**src/rtl/fifo_anyread_pkg.sv**
```systemverilog
// Shared types and helpers for the any-count FIFO write-side arbiter.
package fifo_anyread_pkg;

    typedef enum logic {
        ARB_IDLE = 1'b0,
        ARB_LOCK = 1'b1
    } arb_state_e;

    // A source may claim more words than one beat can carry; cap at the beat size.
    function automatic int unsigned clamp_cnt(input int unsigned cnt, input int unsigned max_cnt);
        return (cnt > max_cnt) ? max_cnt : cnt;
    endfunction

endpackage

```
**src/rtl/fifo_anyread_wr_arb_rr_pick.sv**
```systemverilog
// Combinational round-robin picker: first set request at or after the start index.
module rr_pick #(
    parameter int NUM_REQ   = 4,
    parameter int IDX_WIDTH = $clog2(NUM_REQ)
) (
    input  logic [NUM_REQ-1:0]   req,
    input  logic [IDX_WIDTH-1:0] start,
    output logic [IDX_WIDTH-1:0] idx,
    output logic                 found
);

    // Scan offsets from farthest to nearest so the nearest request overwrites;
    // the index wraps explicitly so non-power-of-2 NUM_REQ works.
    always_comb begin
        int                   j;
        logic [IDX_WIDTH-1:0] jj;
        idx   = '0;
        found = 1'b0;
        j     = 0;
        jj    = '0;
        for (int k = NUM_REQ - 1; k >= 0; k--) begin
            j = int'(start) + k;
            if (j >= NUM_REQ) j = j - NUM_REQ;
            jj = IDX_WIDTH'(j);
            if (req[jj]) begin
                idx   = jj;
                found = 1'b1;
            end
        end
    end

endmodule

```
**src/rtl/fifo_anyread_wr_arb.sv**
```systemverilog
// Packet-granular round-robin arbiter sharing the FIFO's variable-width write port.
module fifo_anyread_wr_arb
    import fifo_anyread_pkg::*;
#(
    parameter int NUM_REQ            = 4,
    parameter int WORD_WIDTH         = 8,
    parameter int WORD_CNT_PER_WRITE = 4,
    parameter int WRITE_WIDTH        = $clog2(WORD_CNT_PER_WRITE + 1),
    parameter int IDX_WIDTH          = $clog2(NUM_REQ)
) (
    input  logic                                                  clk_i,
    input  logic                                                  rstn_i,
    input  logic                                                  flush_i,
    input  logic [NUM_REQ-1:0]                                    req_valid_i,
    input  logic [NUM_REQ-1:0][WRITE_WIDTH-1:0]                   req_cnt_i,
    input  logic [NUM_REQ-1:0][WORD_CNT_PER_WRITE-1:0][WORD_WIDTH-1:0] req_data_i,
    input  logic [NUM_REQ-1:0]                                    req_last_i,
    output logic [NUM_REQ-1:0]                                    req_ready_o,
    output logic [WRITE_WIDTH-1:0]                                fifo_write_o,
    output logic [WORD_CNT_PER_WRITE-1:0][WORD_WIDTH-1:0]         fifo_data_o,
    output logic                                                  fifo_flush_o,
    input  logic                                                  fifo_ready_i,
    output logic [IDX_WIDTH-1:0]                                  grant_o,
    output logic                                                  grant_vld_o,
    output logic                                                  locked_o
);

    arb_state_e           state, state_nxt;
    logic [IDX_WIDTH-1:0] owner, owner_nxt;
    logic [IDX_WIDTH-1:0] rr_ptr, rr_ptr_nxt;
    logic [IDX_WIDTH-1:0] pick_idx;
    logic                 pick_found;
    logic [IDX_WIDTH-1:0] grant;
    logic                 grant_vld;
    logic                 accept;
    logic [IDX_WIDTH-1:0] grant_inc;

    rr_pick #(
        .NUM_REQ   (NUM_REQ),
        .IDX_WIDTH (IDX_WIDTH)
    ) u_pick (
        .req   (req_valid_i),
        .start (rr_ptr),
        .idx   (pick_idx),
        .found (pick_found)
    );

    // State register: FSM state, lock owner and round-robin pointer.
    always_ff @(posedge clk_i or negedge rstn_i) begin
        if (!rstn_i) begin
            state  <= ARB_IDLE;
            owner  <= '0;
            rr_ptr <= '0;
        end else begin
            state  <= state_nxt;
            owner  <= owner_nxt;
            rr_ptr <= rr_ptr_nxt;
        end
    end

    // Next state: lock on a non-last beat, release and advance priority on last.
    always_comb begin
        state_nxt  = state;
        owner_nxt  = owner;
        rr_ptr_nxt = rr_ptr;
        grant_inc  = (grant == IDX_WIDTH'(NUM_REQ - 1)) ? '0 : grant + 1'b1;
        if (flush_i) begin
            state_nxt  = ARB_IDLE;
            owner_nxt  = '0;
            rr_ptr_nxt = '0;
        end else if (accept) begin
            if (req_last_i[grant]) begin
                state_nxt  = ARB_IDLE;
                rr_ptr_nxt = grant_inc;
            end else begin
                state_nxt = ARB_LOCK;
                owner_nxt = grant;
            end
        end
    end

    // Outputs: grant selection and the zero-latency request-to-FIFO mux.
    always_comb begin
        if (state == ARB_LOCK) begin
            grant     = owner;
            grant_vld = req_valid_i[owner];
        end else begin
            grant     = pick_idx;
            grant_vld = pick_found;
        end
        accept       = grant_vld & fifo_ready_i & ~flush_i;
        req_ready_o  = '0;
        fifo_write_o = '0;
        fifo_data_o  = '0;
        if (accept) begin
            req_ready_o[grant] = 1'b1;
            fifo_write_o = WRITE_WIDTH'(clamp_cnt(32'(req_cnt_i[grant]),
                                                  32'(WORD_CNT_PER_WRITE)));
            fifo_data_o  = req_data_i[grant];
        end
        fifo_flush_o = flush_i;
        grant_o      = grant;
        grant_vld_o  = grant_vld;
        locked_o     = (state == ARB_LOCK);
    end

endmodule

```
**config.mk**
```make
export PLATFORM = sky130hd
export DESIGN_NAME = fifo_anyread_wr_arb
export DESIGN_NICKNAME = d
export VERILOG_FILES = /design/src/rtl/fifo_anyread_pkg.sv /design/src/rtl/fifo_anyread_wr_arb_rr_pick.sv /design/src/rtl/fifo_anyread_wr_arb.sv
export SDC_FILE = /design/constraint.sdc
export NUM_CORES = 1
export LEC_CHECK = 0
export ABC_CLOCK_PERIOD_IN_PS = 3400
export CORE_UTILIZATION = 29
export DETAILED_ROUTE_END_ITERATION = 16
export PLACE_DENSITY = 0.81
export SLEW_MARGIN = 20
export SYNTH_ARGS = -nofsm -noshare
export SYNTH_HDL_FRONTEND = slang
export SYNTH_SLANG_ARGS = --single-unit
```
**constraint.sdc**
```tcl
create_clock -name clk_i -period 3.4 [get_ports clk_i]
set_input_delay 0.68 -clock clk_i [delete_from_list [all_inputs] [get_ports clk_i]]
set_output_delay 0.68 -clock clk_i [all_outputs]
set_load 0.01 [all_outputs]
```
==> results_dict.tcl <==
set metrics [dict create \
    power_mw 1.49 \
    yosysWarnings 0 \
    worstPathMaxFanout 9 \
    grt_max_degree 36 \
    cts_tree "built" \
    cts_made_buffers 3 \
    grt_setup_unrepaired "false" \
    reg2reg_slack_ns 0.83 \
    drt_iter0_markers 135 \
    hold_viol 0 \
    path_clk_slew_ns 0.04 \
    grt_pass1_vias 2863 \
    p_leak_nw 1.95 \
    postCtsHoldBufs 0 \
    die_x_um 81.9 \
    syn_avg_cell_area_um2 7.68 \
    synth.most_common_cell "a211oi_1" \
    synth-seq-cells 5 \
    use_met3_pct 4.33 \
    tightest_slew_ns 0.578 \
    r2r-end "locked_o" \
    end_kind "output port" \
    drc 0 \
    setup_tns_ns 0 \
    fin_cells 539 \
    powerDensity_nw_per_um2 342 \
    critPathLaunchType "primary input" \
    drive_gt1_share_pct 24.4 \
    synth_commonest_cells "a211oi_1 (70), mux2i_1 (37), and3_1 (34), clkbuf_1 (18), nand2_1 (6)" \
    first_pass_iters 4 \
    drt_wl_total_mm 9.84 \
    dpl_cell_area_um2 4090 \
    criticalPathCategory "in -> out" \
    vias 2934 \
    gp_congestion 0.891 \
    areaGrowthSynthToFinish_pct 135 \
    synth_top_area_share_pct 28.4 \
    final_util_pct 72.1 \
    worstHoldStart "owner[1]" \
    timing.slew.headroom_pct 61.5 \
    rr_startpoint "locked_o" \
    grt_pass1_wl_mm 13.7 \
    globalRouteMet1Util_pct 29.1 \
    nets 621 \
    holdPathStages 2 \
    period_share_pct 97.4 \
    port_buffers 195 \
    core-area_um2 6030 \
    htreeDepth 1 \
    syn_area_um2 1850 \
    ant_nets 0 \
    ys_seq_area_share_pct 6.76 \
    yosys_most_used_dff "dfrtp_1" \
    cts_root_buffer "clkbuf_8" \
    clockBufferDepth 2 \
    whs_ns 0.643 \
    grt.total_usage_pct 26.5 \
    grt_most_used_layer "met2" \
    async_flop_share_pct 100 \
    hold_path_class "reg -> reg" \
    fin_crit_ns 3.31 \
    placed_cells 520 \
    hpwl_mm 7.44 \
    finalClockSkew_ns 0.000731 \
    antenna_found_initial 0 \
    status "completed" \
    fmax_ghz 0.302 \
    slew_violations 0 \
    antennaDiodeCount 0 \
    drv_cap 0 \
    die_h_um 81.9 \
    fin_area_um2 4350 \
    crit_required_ns 2.72 \
    syn-instance-count 241 \
    insertion_delay_ns 0.23 \
    clkSinkCount 5 \
    setup_viol 0 \
    wl_per_cell_um 18.2 \
    synth_edf_count 0 \
    synth_nets 397 \
    cp.arrival_ns 2.63 \
    pre_cts_ws_ns -0.661 \
    overflow 0 \
    dieArea_um2 6710 \
    ys_types 43 \
    synth_top_cell_by_area "a211oi_1" \
    rows 28 \
    hold_path_end "owner[1]" \
    fin_ws_ns 0.0882 \
    initial_core_util_pct 30.7 \
    ys_top_cells_by_area "a211oi_1 (28%), mux2i_1 (20%), and3_1 (11%)" \
    vdd_ir_drop_max_mv 0.193 \
    grtUsageMet2_pct 48.9 \
    reg2reg_depth 8 \
    ios 196 \
    viasPerCell 5.44 \
]
[layer usage]
layer  vias to the layer above  routed length, um
met5                         -                  0
met4                         0                323
met3                        31                800
met2                       151               5050
met1                      1336               3660
li1                       1416                  -
[critical path: stages]
cell	delay, ns
clkdlybuf4s15_1	0.24
buf_6	0.16
a21o_4	0.21
a32oi_4	0.22
nand2_4	0.12
buf_4	0.16
buf_4	0.17
a211oi_1	0.28
a211oi_1	0.09
dlygate4sd2_1	0.30
[registers in the layout, summed over array words and instances, names as in the netlist]
signal    count
owner         2
rr_ptr        2
locked_o      1
[power breakdown]
part           switching (mW)  internal (mW)
Combinational           0.589          0.690
Sequential             0.0243         0.0683
Clock                  0.0325         0.0808
Total                   0.646          0.840
[cell usage in the layout (no fill, tap or decap), types with 3 or more instances in the layout]
cell type        synthesis  final
a2111oi_4                0      3
a211oi_1                70     56
a211oi_2                 0     14
a21oi_1                  5      5
and2_1                   5      5
and3_1                  34     34
buf_12                   0      5
buf_2                    2     20
buf_4                    1     41
clkbuf_2                 0      3
clkbuf_8                 0      3
clkdlybuf4s50_1          0    152
dfrtp_1                  5      5
dlygate4sd2_1            0     18
ha_1                     4      4
inv_1                    4      4
mux2i_1                 37     34
mux2i_2                  0      3
nand2_1                  6      4
nor2_1                   4      3
nor2b_1                  4      4
[cells by family (layout without fill, tap and decap cells)]
| group | Yosys count | in the layout | share of synthesized area [%] |
|---|---|---|---|
| DFF | 5 | 5 | 6.76 |
| adders and majority gates | 4 | 4 | 2.70 |
| buffers and inverters | 32 | 255 | 8.51 |
| and+or+nand+nor | 68 | 68 | 22.2 |
| muxes | 38 | 38 | 21.4 |
| AOI/OAI and AO/OA | 94 | 94 | 38.4 |
[layout make-up]
class                           count  area [um2]
Timing Repair Buffer              246        2310
Clock buffer                        4        45.0
Inverter                            5        23.8
Multi-Input combinational cell    204        1750
Sequential cell                     5         125
Tap cell                           75        93.8
Fill cell                         476        1680
[timing repair]
action	CTS	global route
setup endpoints to repair	40	39
endpoints found under the hold margin	0	0
cloned	1	1
buffers inserted	11	2
pin swaps	6	5
gates resized for setup	130	28
[worst max path at each step]
stage / startpoint / to / slack, ns / depth (start not counted)
after detailed placement: req_valid_i[0] / fifo_write_o[1] / -0.66 / 10
after floorplan: req_valid_i[0] / fifo_write_o[0] / 0.26 / 7
final: req_valid_i[1] / fifo_data_o[19] / 0.09 / 10
after global routing: req_valid_i[1] / fifo_write_o[2] / 0.001 / 12
after CTS: req_valid_i[1] / fifo_data_o[19] / -0.0006 / 10
after global placement: req_valid_i[0] / fifo_write_o[0] / -0.63 / 9
No activity file was read; power rests on OpenSTA's default activity.
